$ cat src/rtl/vscale_csr_access_unit_if.sv
// Request/response and CSR-file signals of the CSR access sequencer.
// The unit sits on the slave modport; the issuing pipeline and CSR file sit on the master side.
interface vscale_csr_access_unit_if #(
  parameter int XPR_LEN    = 32,
  parameter int CSR_ADDR_W = 12
);
  logic                  req_valid;
  logic                  req_ready;
  logic [2:0]            req_cmd;
  logic [CSR_ADDR_W-1:0] req_addr;
  logic [XPR_LEN-1:0]    req_src;
  logic                  req_src_zero;
  logic [4:0]            req_rd;
  logic [1:0]            prv;
  logic                  kill;
  logic [CSR_ADDR_W-1:0] csr_addr;
  logic                  csr_en;
  logic                  csr_wen;
  logic [XPR_LEN-1:0]    csr_wdata;
  logic [XPR_LEN-1:0]    csr_rdata;
  logic                  csr_defined;
  logic                  resp_valid;
  logic                  resp_ready;
  logic [XPR_LEN-1:0]    resp_data;
  logic [4:0]            resp_rd;
  logic                  resp_illegal;

  modport slave (
    input  req_valid, req_cmd, req_addr, req_src, req_src_zero, req_rd, prv, kill,
           csr_rdata, csr_defined, resp_ready,
    output req_ready, csr_addr, csr_en, csr_wen, csr_wdata,
           resp_valid, resp_data, resp_rd, resp_illegal
  );

  modport master (
    output req_valid, req_cmd, req_addr, req_src, req_src_zero, req_rd, prv, kill,
           csr_rdata, csr_defined, resp_ready,
    input  req_ready, csr_addr, csr_en, csr_wen, csr_wdata,
           resp_valid, resp_data, resp_rd, resp_illegal
  );
endinterface

$ cat src/rtl/vscale_csr_access_unit.sv
// CSR instruction sequencer: read old value, check permission, read-modify-write,
// then hand the old value (or an illegal-instruction flag) back to writeback.
module vscale_csr_access_unit #(
  parameter int XPR_LEN    = 32,
  parameter int CSR_ADDR_W = 12
) (
  input logic                      clk,
  input logic                      reset,
  vscale_csr_access_unit_if.slave  bus
);

  typedef enum logic [1:0] {IDLE, RD, WR, RESP} state_t;

  state_t                state;
  logic [2:0]            cmd_q;
  logic [CSR_ADDR_W-1:0] addr_q;
  logic [XPR_LEN-1:0]    src_q;
  logic                  src_zero_q;
  logic [4:0]            rd_q;
  logic [XPR_LEN-1:0]    old_q;
  logic [XPR_LEN-1:0]    wdata_q;
  logic                  ready_q;
  logic                  en_q;
  logic                  wen_q;
  logic                  valid_q;
  logic [XPR_LEN-1:0]    data_q;
  logic                  illegal_q;

  logic                  write_intent;
  logic                  illegal;
  logic [XPR_LEN-1:0]    rmw;

  // Decisions made during RD, from the captured request and the live CSR read
  always_comb begin
    write_intent = (cmd_q[1:0] == 2'd1) || ((cmd_q[1:0] != 2'd0) && !src_zero_q);
    illegal      = (cmd_q[1:0] == 2'd0) || !bus.csr_defined ||
                   (bus.prv < addr_q[9:8]) ||
                   (write_intent && (addr_q[11:10] == 2'b11));
    case (cmd_q[1:0])
      2'd2:    rmw = bus.csr_rdata | src_q;
      2'd3:    rmw = bus.csr_rdata & ~src_q;
      default: rmw = src_q;
    endcase
  end

  always_ff @(posedge clk) begin
    if (reset) begin
      state      <= IDLE;
      cmd_q      <= '0;
      addr_q     <= '0;
      src_q      <= '0;
      src_zero_q <= 1'b0;
      rd_q       <= '0;
      old_q      <= '0;
      wdata_q    <= '0;
      ready_q    <= 1'b1;
      en_q       <= 1'b0;
      wen_q      <= 1'b0;
      valid_q    <= 1'b0;
      data_q     <= '0;
      illegal_q  <= 1'b0;
    end else if (bus.kill) begin
      // Flush drops whatever is in flight, including an undelivered response
      state   <= IDLE;
      ready_q <= 1'b1;
      en_q    <= 1'b0;
      wen_q   <= 1'b0;
      valid_q <= 1'b0;
    end else begin
      case (state)
        IDLE: if (bus.req_valid) begin
          cmd_q      <= bus.req_cmd;
          addr_q     <= bus.req_addr;
          src_q      <= bus.req_src;
          src_zero_q <= bus.req_src_zero;
          rd_q       <= bus.req_rd;
          ready_q    <= 1'b0;
          en_q       <= 1'b1;
          state      <= RD;
        end
        RD: begin
          old_q <= bus.csr_rdata;
          if (illegal || !write_intent) begin
            en_q      <= 1'b0;
            valid_q   <= 1'b1;
            data_q    <= illegal ? '0 : bus.csr_rdata;
            illegal_q <= illegal;
            state     <= RESP;
          end else begin
            wen_q   <= 1'b1;
            wdata_q <= rmw;
            state   <= WR;
          end
        end
        WR: begin
          en_q      <= 1'b0;
          wen_q     <= 1'b0;
          valid_q   <= 1'b1;
          data_q    <= old_q;
          illegal_q <= 1'b0;
          state     <= RESP;
        end
        RESP: if (bus.resp_ready) begin
          valid_q <= 1'b0;
          ready_q <= 1'b1;
          state   <= IDLE;
        end
        default: state <= IDLE;
      endcase
    end
  end

  // Write strobe is gated live so a same-cycle kill or reset blocks the write
  assign bus.csr_wen      = wen_q & ~bus.kill & ~reset;
  assign bus.csr_wdata    = bus.csr_wen ? wdata_q : '0;
  assign bus.csr_en       = en_q;
  assign bus.csr_addr     = addr_q;
  assign bus.req_ready    = ready_q;
  assign bus.resp_valid   = valid_q;
  assign bus.resp_data    = data_q;
  assign bus.resp_rd      = rd_q;
  assign bus.resp_illegal = illegal_q;

endmodule

$ cat src/flat_wrapper.sv
// flat-port wrapper written by rule: the top's interface ports become plain ports
module vscale_csr_access_unit_flat 
#(
  parameter int XPR_LEN    = 32,
  parameter int CSR_ADDR_W = 12
)
  (clk, reset, bus_req_valid, bus_req_cmd, bus_req_addr, bus_req_src, bus_req_src_zero, bus_req_rd, bus_prv, bus_kill, bus_csr_rdata, bus_csr_defined, bus_resp_ready, bus_req_ready, bus_csr_addr, bus_csr_en, bus_csr_wen, bus_csr_wdata, bus_resp_valid, bus_resp_data, bus_resp_rd, bus_resp_illegal);
  vscale_csr_access_unit_if #(.XPR_LEN(XPR_LEN), .CSR_ADDR_W(CSR_ADDR_W)) bus_i ();
  input logic clk;
  input logic reset;
  input wire logic [$bits(bus_i.req_valid)-1:0] bus_req_valid;
  input wire logic [$bits(bus_i.req_cmd)-1:0] bus_req_cmd;
  input wire logic [$bits(bus_i.req_addr)-1:0] bus_req_addr;
  input wire logic [$bits(bus_i.req_src)-1:0] bus_req_src;
  input wire logic [$bits(bus_i.req_src_zero)-1:0] bus_req_src_zero;
  input wire logic [$bits(bus_i.req_rd)-1:0] bus_req_rd;
  input wire logic [$bits(bus_i.prv)-1:0] bus_prv;
  input wire logic [$bits(bus_i.kill)-1:0] bus_kill;
  input wire logic [$bits(bus_i.csr_rdata)-1:0] bus_csr_rdata;
  input wire logic [$bits(bus_i.csr_defined)-1:0] bus_csr_defined;
  input wire logic [$bits(bus_i.resp_ready)-1:0] bus_resp_ready;
  output wire logic [$bits(bus_i.req_ready)-1:0] bus_req_ready;
  output wire logic [$bits(bus_i.csr_addr)-1:0] bus_csr_addr;
  output wire logic [$bits(bus_i.csr_en)-1:0] bus_csr_en;
  output wire logic [$bits(bus_i.csr_wen)-1:0] bus_csr_wen;
  output wire logic [$bits(bus_i.csr_wdata)-1:0] bus_csr_wdata;
  output wire logic [$bits(bus_i.resp_valid)-1:0] bus_resp_valid;
  output wire logic [$bits(bus_i.resp_data)-1:0] bus_resp_data;
  output wire logic [$bits(bus_i.resp_rd)-1:0] bus_resp_rd;
  output wire logic [$bits(bus_i.resp_illegal)-1:0] bus_resp_illegal;
  assign bus_i.req_valid = bus_req_valid;
  assign bus_i.req_cmd = bus_req_cmd;
  assign bus_i.req_addr = bus_req_addr;
  assign bus_i.req_src = bus_req_src;
  assign bus_i.req_src_zero = bus_req_src_zero;
  assign bus_i.req_rd = bus_req_rd;
  assign bus_i.prv = bus_prv;
  assign bus_i.kill = bus_kill;
  assign bus_i.csr_rdata = bus_csr_rdata;
  assign bus_i.csr_defined = bus_csr_defined;
  assign bus_i.resp_ready = bus_resp_ready;
  assign bus_req_ready = bus_i.req_ready;
  assign bus_csr_addr = bus_i.csr_addr;
  assign bus_csr_en = bus_i.csr_en;
  assign bus_csr_wen = bus_i.csr_wen;
  assign bus_csr_wdata = bus_i.csr_wdata;
  assign bus_resp_valid = bus_i.resp_valid;
  assign bus_resp_data = bus_i.resp_data;
  assign bus_resp_rd = bus_i.resp_rd;
  assign bus_resp_illegal = bus_i.resp_illegal;
  vscale_csr_access_unit #(.XPR_LEN(XPR_LEN), .CSR_ADDR_W(CSR_ADDR_W)) u_core (.clk(clk), .reset(reset), .bus(bus_i));
endmodule
$ cat config.mk
export PLATFORM = sky130hd
export DESIGN_NAME = vscale_csr_access_unit_flat
export DESIGN_NICKNAME = d
export VERILOG_FILES = /design/src/rtl/vscale_csr_access_unit_if.sv /design/src/rtl/vscale_csr_access_unit.sv /design/src/flat_wrapper.sv
export SDC_FILE = /design/constraint.sdc
export NUM_CORES = 1
export LEC_CHECK = 0
export BUFFER_PORTS_ARGS = -buffer_cell sky130_fd_sc_hd__buf_2
export CAP_MARGIN = 0
export CORE_MARGIN = 4
export CORE_UTILIZATION = 50
export CTS_CLUSTER_DIAMETER = 120
export DETAILED_ROUTE_END_ITERATION = 8
export PLACE_DENSITY = 0.84
export SLEW_MARGIN = 20
export SYNTH_ARGS = -nofsm -noshare
export SYNTH_HDL_FRONTEND = slang
export SYNTH_SLANG_ARGS = --single-unit
$ cat constraint.sdc
create_clock -name clk -period 4.4 [get_ports clk]
set_input_delay 0.22 -clock clk [delete_from_list [all_inputs] [get_ports clk]]
set_output_delay 0.22 -clock clk [all_outputs]
set_load 0.01 [all_outputs]
=== Word level (Yosys, flattened, before mapping) ===
Cells that the tools add are included.

* Register bits: 155
* Output and inout bits: 86
* Word-level logic and storage cells: 83

* Order comparisons: 1
* Equality and inequality tests: 11
* Muxes and demuxes: 22
* Bitwise operators: 8
* Reductions and logical operators: 27

{| class="wikitable"
|+ Operators by type and width
! operator !! count
|-
| $pmux W32 S2 || 2
|-
| $mux W32 || 3
|-
| $and A32 B32 Y32 || 1
|-
| $not A32 Y32 || 1
|-
| $or A32 B32 Y32 || 1
|-
| $reduce_and A3 Y1 || 6
|-
| $eq A2 B2 Y1 const B || 5
|-
| $mux W1 || 9
|-
| $pmux W2 S4 || 1
|-
| $ne A2 B2 Y1 const B || 3
|-
| $pmux W1 S2 || 3
|-
| $pmux W1 S3 || 2
|-
| $reduce_and A2 Y1 || 3
|-
| $reduce_bool A2 Y1 || 3
|-
| $reduce_bool A3 Y1 || 2
|-
| $logic_or A1 B1 Y1 || 5
|-
| $eq A2 B1 Y1 const B || 2
|-
| $logic_not A2 Y1 || 2
|-
| $mux W2 || 2
|-
| $logic_not A1 Y1 || 3
|-
| $not A1 Y1 || 3
|-
| $and A1 B1 Y1 || 2
|-
| $logic_and A1 B1 Y1 || 2
|-
| $lt A2 B2 Y1 || 1
|-
| 2 further kinds || 2
|}

=== Logic depth before layout (Yosys ltp) ===
Gate-level depths: netlist of the first run.

* Depth in word-level cells: 8
* Mapped depth: 8

=== Least setup slack after synthesis of the first run ===
Ideal clock, no wire load.

* Kind: reg-to-reg
* Start: register u_core.addr_q[9], in the netlist u_core.bus.csr_addr[9]
* End: register u_core.data_q[0], in the netlist u_core.bus.resp_data[0]
* Library setup time: 59 ps
* Arrival time: 1,891 ps
* Data required time: 4,341 ps
* Path slack: 2,450 ps
* Stages on the path, launching flop included: 9
* Period minus slack after synthesis: 1,950 ps
* Cells stage by stage: dfxtp_1 > inv_1 > ha_1 > o21ai_1 > a211oi_4 > a311o_1 > nor2_1 > buf_2 > a22o_1

* Word-level cells in the longest chain between the ends: 6
* Elaborated cells between the ends (all ways): 9
* Those cells by class: order compare (1); eq/ne (1); mux (3); reduce/logical (4)

{| class="wikitable"
|+ RTL lines
! element !! line !! RTL
|-
| from (decl) || vscale_csr_access_unit.sv:16 || <nowiki>logic [CSR_ADDR_W-1:0] addr_q;</nowiki>
|-
| from (signal assigned) || vscale_csr_access_unit.sv:73 || <nowiki>addr_q <= bus.req_addr;</nowiki>
|-
| $lt A2 B2 Y1 * || vscale_csr_access_unit.sv:37 || <nowiki>(bus.prv < addr_q[9:8]) ||</nowiki>
|-
| $logic_or A1 B1 Y1 * || vscale_csr_access_unit.sv:36 || <nowiki>illegal = (cmd_q[1:0] == 2'd0) || !bus.csr_defined ||</nowiki>
|-
| $logic_or A1 B1 Y1 * || vscale_csr_access_unit.sv:37 ||
|-
| $mux W32 / $logic_or A1 B1 Y1 (equally long branches) || vscale_csr_access_unit.sv:86, vscale_csr_access_unit.sv:83 ||
|-
| $mux W32 / $ne A2 B1 Y1 (equally long branches) || -- ||
|-
| $pmux W32 S2 / $reduce_and A3 Y1 (equally long branches) || -- ||
|-
| to (signal assigned) || vscale_csr_access_unit.sv:86 || <nowiki>data_q <= illegal ? '0 : bus.csr_rdata;</nowiki>
|-
| to (signal assigned) || vscale_csr_access_unit.sv:99 || <nowiki>data_q <= old_q;</nowiki>
|-
| to (decl) || vscale_csr_access_unit.sv:26 || <nowiki>logic [XPR_LEN-1:0] data_q;</nowiki>
|}

Mark *: on every way between the ends. The rest lies on a longest branch, timed or not. The select of a mux whose other input is x is not followed.
A chain may end at the register's enable or synchronous reset.

=== Worst setup path in the final report of the first run ===
* Start: register u_core.cmd_q[1]
* End: register u_core.wdata_q[5]

* Word-level cells in the longest chain between the ends: 8
* Elaborated cells between the ends (all ways): 16
* Those cells by class: eq/ne (3); mux (1); bitwise (1); reduce/logical (11)

{| class="wikitable"
|+ RTL lines
! element !! line !! RTL
|-
| from (decl) || vscale_csr_access_unit.sv:15 || <nowiki>logic [2:0] cmd_q;</nowiki>
|-
| from (signal assigned) || vscale_csr_access_unit.sv:72 || <nowiki>cmd_q <= bus.req_cmd;</nowiki>
|-
| $reduce_bool A2 Y1 || vscale_csr_access_unit.sv:35 || <nowiki>write_intent = (cmd_q[1:0] == 2'd1) || ((cmd_q[1:0] != 2'd0) && !src_zero_q);</nowiki>
|-
| $logic_and A1 B1 Y1 || vscale_csr_access_unit.sv:35 ||
|-
| $logic_or A1 B1 Y1 || vscale_csr_access_unit.sv:35 ||
|-
| $logic_and A1 B1 Y1 || vscale_csr_access_unit.sv:38 || <nowiki>(write_intent && (addr_q[11:10] == 2'b11));</nowiki>
|-
| $logic_or A1 B1 Y1 || vscale_csr_access_unit.sv:37 ||
|-
| $logic_or A1 B1 Y1 || vscale_csr_access_unit.sv:83 || <nowiki>if (illegal || !write_intent) begin</nowiki>
|-
| $not A1 Y1 (no source line) || -- ||
|-
| $reduce_and A3 Y1 (no source line) || -- ||
|-
| to (signal assigned) || vscale_csr_access_unit.sv:91 || <nowiki>wdata_q <= rmw;</nowiki>
|-
| to (decl) || vscale_csr_access_unit.sv:21 || <nowiki>logic [XPR_LEN-1:0] wdata_q;</nowiki>
|}

Several ways; a longest one is shown, not always the timed one.

==> results of run 1 <==
final timing paths:
| kind | to | cells after the start |
|---|---|---|
| max | u_core.wdata_q[5] | 5 |
| min | u_core.bus.resp_valid | 2 |
| max reg2reg | u_core.wdata_q[5] | 5 |
| min reg2reg | u_core.wdata_q[4] | 2 |
metrics by stage:
step	power [W]	setup WS (ns)	hold WS (ns)	cells	area, sq um
after floorplan	0.00165	2.45	0.333	792	6520
after CTS	0.00322	1.72	0.000732	1117	8030
after detailed placement	0.00175	1.75	0.441	1085	7430
final	0.00320	1.72	0.0185	1118	8040
after global placement	0.00175	1.81	0.436	1085	7430
after global routing	0.00332	1.51	0.0128	1117	8040
per-layer routing:
layer,global-route usage,vias up
li1,-,3000
met1,0.310,2758
met2,0.382,256
met3,0.0682,39
met4,0.100,0
met5,0,-
power by group through the flow:
stage	clock (W)	combinational [W]	sequential [W]
after CTS	0.00150	0.000258	0.00147
final	0.00147	0.000258	0.00147
after global placement	0	0.000252	0.00149
after global routing	0.00156	0.000288	0.00147
after detailed placement	0	0.000257	0.00150
after floorplan	0	0.000150	0.00150
layout make-up:
type	count	area, sq um	share of cell area
Multi-Input combinational cell	565	3130	0.390
Sequential cell	155	3100	0.386
Timing Repair Buffer	187	963	0.120
Clock buffer	23	488	0.0607
Tap cell	172	215	0.0268
Clock inverter	9	111	0.0139
Inverter	6	22.5	0.00280
Antenna cell	1	2.50	0.000311
cells by family (layout without fill, tap and decap cells):
logic type / count (synthesis) / count (layout) / share of synthesized area
multiplexers: 34 / 34 / 0.0522
adder cells (fa/ha/maj): 5 / 5 / 0.00959
flip-flops: 155 / 155 / 0.476
AO/OA/AOI/OAI: 228 / 228 / 0.219
other: 0 / 1 / 0
AND/OR/NAND/NOR: 298 / 298 / 0.196
buffers and inverters: 72 / 225 / 0.0480
synth_stat cells, types with 2 or more instances:
master / number
buf_2: 10
nand2b_1: 3
mux2i_1: 34
buf_6: 4
dfxtp_1: 155
and2_1: 2
nor2_1: 42
a211o_1: 31
and3_1: 33
a21oi_1: 152
nand4b_1: 2
a22o_1: 31
clkbuf_1: 52
nand2_1: 204
o21ai_0: 3
nand3_1: 2
ha_1: 5
a311oi_1: 3
inv_1: 6
nor2b_1: 2
state kept, by name (all words and copies together) (netlist names), 2 cells and up:
signal                cells
u_core.wdata_q           32
u_core.bus.resp_data     32
u_core.old_q             32
u_core.cmd_q              2
u_core.state              2
u_core.bus.resp_rd        5
u_core.bus.csr_addr      12
u_core.src_q             32
==> results.py, run 1 <==
metrics = {
    "clock_network": {
        "cts_buffers": 17,
        "insertion_delay_ns": 0.43,
        "clk_path_buf_depth": 2,
        "numClockSinks": 155,
        "root_buffer": "clkbuf_16",
        "post_cts_resized": 0,
        "htree_levels": 4,
        "ctsHoldBuffers": 0,
        "postCtsSetupRepairBufs": 0,
        "clk_pin_slew_worst_paths_ns": 0.06,
        "cts_tree": "built",
    },
    "pwr": {
        "switchingPower_w": 0.000765,
        "p_clk_frac": 0.461,
        "switching_share": 0.239,
        "p_seq_frac": 0.458,
        "ir_drop_mv": 0.299,
        "power_density_nw_per_um2": 398,
        "p_int_w": 0.00243,
        "combPwrFrac": 0.081,
        "power.leakage_nw": 3.33,
    },
    "global_route": {
        "grtUsageTotal": 0.241,
        "antenna_found_initial": 0,
        "grt_pass1_vias": 5709,
        "grt_overflow_total": 0,
        "grt_max_degree": 64,
        "grt_pass1_wl_mm": 28.3,
    },
    "run": {
        "maxCapViolCount": 0,
    },
    "sta": {
        "slew_headroom": 0.239,
        "finalSetupTns_ns": 0,
        "hold_viol_final": 0,
        "tightest_slew_ns": 1.14,
        "setup_viol": 0,
        "rsz0062_at_grt": "false",
        "fin_crit_sh": 0.609,
        "fmax_mhz": 373,
        "fin_crit_ns": 2.68,
        "fin_worst_skew_ns": 0.00694,
        "slew_viol_final": 0,
    },
    "floorplanning": {
        "row_count": 41,
        "die_y_microns": 122,
        "io_pins": 179,
        "initial_core_util": 0.515,
        "die_w_microns": 122,
        "dieArea_sq_um": 14900,
        "core-area_sq_um": 12700,
    },
    "setup_path": {
        "cp-end-kind": "flop",
        "worstPathRequired_ns": 4.75,
        "regToRegSetupSlack_ns": 1.72,
        "cp_top_family": "compound AO/OA/AOI/OAI gates",
        "crit_buf_inv": 0,
        "critical_path_class": "flop to flop",
        "cp_max_fo": 63,
        "cp_cell_sequence": "nand2b_1, a211oi_4, nand3_4, a211o_1, a21oi_1",
        "cpMaxStageDelayCell": "dfxtp_1",
        "critPathLaunchType": "flop",
        "r2r-start": "u_core.cmd_q[1]",
        "cp-startpoint": "u_core.cmd_q[1]",
        "critPathArrivalTime_ns": 3.02,
        "worst_path_largest_cell_delay_ns": 0.75,
    },
    "cells_and_area": {
        "syn_to_final_growth_pct": 23.2,
        "final_nets": 1030,
        "final_common_cell": "nand2_1",
        "fin_util": 0.634,
        "fill_cells": 1131,
        "most-common-layout-cells": "nand2_1 (204), buf_2 (176), dfxtp_1 (154)",
        "drive_gt1_frac": 0.243,
    },
    "detailed_routing": {
        "dr_total_vias": 6053,
        "drt-met1-wl_mm": 7.71,
        "route.met3.wl_mm": 1.37,
        "postRouteAntennaNets": 0,
        "drt_pass1_iterations": 5,
        "via_per_inst": 5.41,
        "wl_met2_mm": 8.37,
        "drc_errors": 0,
        "drt_iter0_drc": 610,
        "wirelength_mm": 17.9,
        "top_layer_used": "met4",
        "routedWlPerCell_microns": 16.0,
    },
    "placement": {
        "place_congestion": 0.833,
        "dp_hpwl_mm": 11.5,
        "place.port_buffers": 177,
    },
    "yosys": {
        "ys_seq_elements": 155,
        "synth.largest_area_cell": "dfxtp_1",
        "yosys-top-cells-area": "dfxtp_1 (48%), nand2_1 (12%), a21oi_1 (12%)",
        "ys_seq_area_frac": 0.476,
        "synthFlopType": "dfxtp_1",
        "synth_top_area_share": 0.476,
        "synth_nets": 890,
        "syn_area_per_cell_sq_um": 8.24,
        "async_flop_share": 0,
        "synth-edff-count": 0,
        "yosys_warnings": 0,
        "synth.distinct_cells": 36,
        "synthCells": 792,
        "synth_area_sq_um": 6520,
    },
    "run_status": {
        "outcome": "finished clean",
    },
    "hold_path": {
        "min_from": "bus_resp_ready",
        "worstHoldPathType": "input pin to flop",
    },
}
No activity file was read; power rests on OpenSTA's default activity.
==> run 2, diff against run 1 <==
==> constraint.sdc (replaced) <==
create_clock -name clk -period 2.6 [get_ports clk]
set_input_delay 0.13 -clock clk [delete_from_list [all_inputs] [get_ports clk]]
set_output_delay 0.13 -clock clk [all_outputs]
set_load 0.01 [all_outputs]
==> run 2 against run 1 <==
Maximum frequency rose by 21%. First-iteration DRC count rose by 19%. Largest cell class unchanged. Wire length rose by 15%. Largest power group is now clock.
==> results.py, run 2 (synthesis results as in run 1) <==
metrics = {
    "detailed_routing": {
        "postRouteAntennaNets": 0,
        "wirelength_mm": 20.6,
        "dr_total_vias": 6682,
        "drt_iter0_drc": 723,
        "drc_errors": 0,
        "via_per_inst": 5.51,
        "drt_pass1_iterations": 5,
        "routedWlPerCell_microns": 16.9,
    },
    "cells_and_area": {
        "fill_cells": 922,
        "final_area_sq_um": 9080,
        "most-common-layout-cells": "nand2_1 (204), buf_2 (176), dfxtp_1 (155)",
        "stdcell_count": 1213,
        "drive_gt1_frac": 0.231,
        "fin_util": 0.716,
        "syn_to_final_growth_pct": 39.2,
        "final_nets": 1124,
        "final_common_cell": "nand2_1",
    },
    "setup_path": {
        "cp-endpoint": "u_core.wdata_q[4]",
        "worstPathRequired_ns": 2.94,
        "critPathArrivalTime_ns": 2.56,
        "cp-startpoint": "u_core.bus.csr_addr[9]",
        "critPathLaunchType": "flop",
        "rr_endpoint": "u_core.wdata_q[4]",
        "r2r-start": "u_core.bus.csr_addr[9]",
        "regToRegSetupSlack_ns": 0.38,
        "cp-end-kind": "flop",
        "r2r.worst_path.cells": 8,
        "cp_max_fo": 40,
        "critical_path_class": "flop to flop",
    },
    "pwr": {
        "power_w": 0.00569,
        "ir_drop_mv": 0.454,
        "p_clk_frac": 0.464,
        "switching_share": 0.239,
        "switchingPower_w": 0.00136,
        "power_density_nw_per_um2": 627,
        "combPwrFrac": 0.101,
        "power.leakage_nw": 3.78,
        "p_seq_frac": 0.436,
        "p_int_w": 0.00433,
    },
    "global_route": {
        "grt_pass1_vias": 6674,
        "grt_max_degree": 64,
        "grt_pass1_wl_mm": 32.7,
        "grt_overflow_total": 0,
        "grtUsageTotal": 0.278,
        "antenna_found_initial": 2,
    },
    "floorplanning": {
        "die_y_microns": 122,
        "initial_core_util": 0.515,
        "die_w_microns": 122,
        "core-area_sq_um": 12700,
        "row_count": 41,
        "dieArea_sq_um": 14900,
        "io_pins": 179,
    },
    "sta": {
        "fin_crit_sh": 0.853,
        "setup_viol": 0,
        "fin_worst_skew_ns": 0.00807,
        "hold_viol_final": 0,
        "tightest_slew_ns": 0.594,
        "slew_headroom": 0.604,
        "fin_crit_ns": 2.22,
        "slew_viol_final": 0,
        "fmax_mhz": 451,
        "rsz0062_at_grt": "false",
        "finalSetupTns_ns": 0,
    },
    "clock_network": {
        "numClockSinks": 155,
        "clk_path_buf_depth": 2,
        "postCtsSetupRepairBufs": 0,
        "insertion_delay_ns": 0.42,
        "htree_levels": 4,
        "clk_pin_slew_worst_paths_ns": 0.06,
        "cts_buffers": 17,
        "cts_tree": "built",
        "root_buffer": "clkbuf_16",
    },
    "run_status": {
        "outcome": "finished clean",
    },
    "placement": {
        "dp_hpwl_mm": 12.1,
        "dpl-instance-area_sq_um": 7590,
        "place.port_buffers": 177,
        "place_congestion": 0.828,
        "dp_cells": 1094,
    },
    "hold_path": {
        "worstHoldPathType": "input pin to flop",
        "hold_path_depth": 2,
    },
    "run": {
        "maxCapViolCount": 0,
    },
}
-- run 2: cell types whose count changed in the layout (fill, tap and decap cells not counted), moves of 2 or more --
cell	change
clkbuf_8	-3
dlygate4sd3_1	+85
buf_4	+2
clkinv_4	+2
clkbuf_1	-2
buf_12	+7
bufinv_16	+2
-- run 2: power by group through the flow --
stage          sequential, W  combinational (W)  clock (W)
3_3_place_gp         0.00253           0.000448          0
2_1_floorplan        0.00253           0.000254          0
6_report             0.00248           0.000573    0.00264
5_1_grt              0.00249           0.000625    0.00278
3_5_place_dp         0.00253           0.000457          0
4_1_cts              0.00248           0.000556    0.00267
-- run 2: stage by stage --
step / hold slack (ns) / worst slack, ns
6_report: 0.113 / 0.381
5_1_grt: 0.119 / 0.195
4_1_cts: 0.0975 / 0.379
3_5_place_dp: 0.360 / 0.401
3_3_place_gp: 0.354 / 0.465
2_1_floorplan: 0.243 / 0.650
-- run 2: worst min-delay path by stage --
stage                         startpoint                    end  slack [ns]
after floorplan           bus_resp_ready  u_core.bus.resp_valid        0.24
after global placement    bus_resp_ready  u_core.bus.resp_valid        0.35
after detailed placement  bus_resp_ready  u_core.bus.resp_valid        0.36
after CTS                       bus_kill           u_core.wen_q         0.1
after global routing            bus_kill           u_core.wen_q        0.12
final                           bus_kill           u_core.wen_q        0.11
-- run 2: layout make-up --
class	count	area, sq um	area share
Multi-Input combinational cell	565	3130	0.345
Sequential cell	155	3100	0.342
Inverter	6	22.5	0.00248
Clock inverter	14	194	0.0214
Clock buffer	18	439	0.0484
Antenna cell	2	5.00	0.000551
Timing Repair Buffer	281	1970	0.217
Tap cell	172	215	0.0237
-- run 2: per-layer routing --
layer / wire [microns] / part of all wire / vias up / track usage
met5: 0 / 0 / - / 0
met4: 820 / 0.040 / 0 / 0.142
met3: 1590 / 0.077 / 79 / 0.0710
met2: 9840 / 0.48 / 312 / 0.460
met1: 8300 / 0.40 / 3091 / 0.335
li1: - / - / 3200 / -
-- run 2: critical path: stages (launching register included) --
cell,delay [ns]
dfxtp_1,0.35
inv_1,0.06
ha_1,0.27
o21ai_1,0.11
a211oi_4,0.35
nand3_4,0.32
buf_12,0.29
a211o_1,0.24
a21oi_1,0.15
-- run 2: timing repair --
item / in CTS / in global routing
hold endpoints to repair: 85 / 0
resized for setup: 0 / 0
endpoints found under the setup margin: 0 / 0
hold buffers: 85 / 0
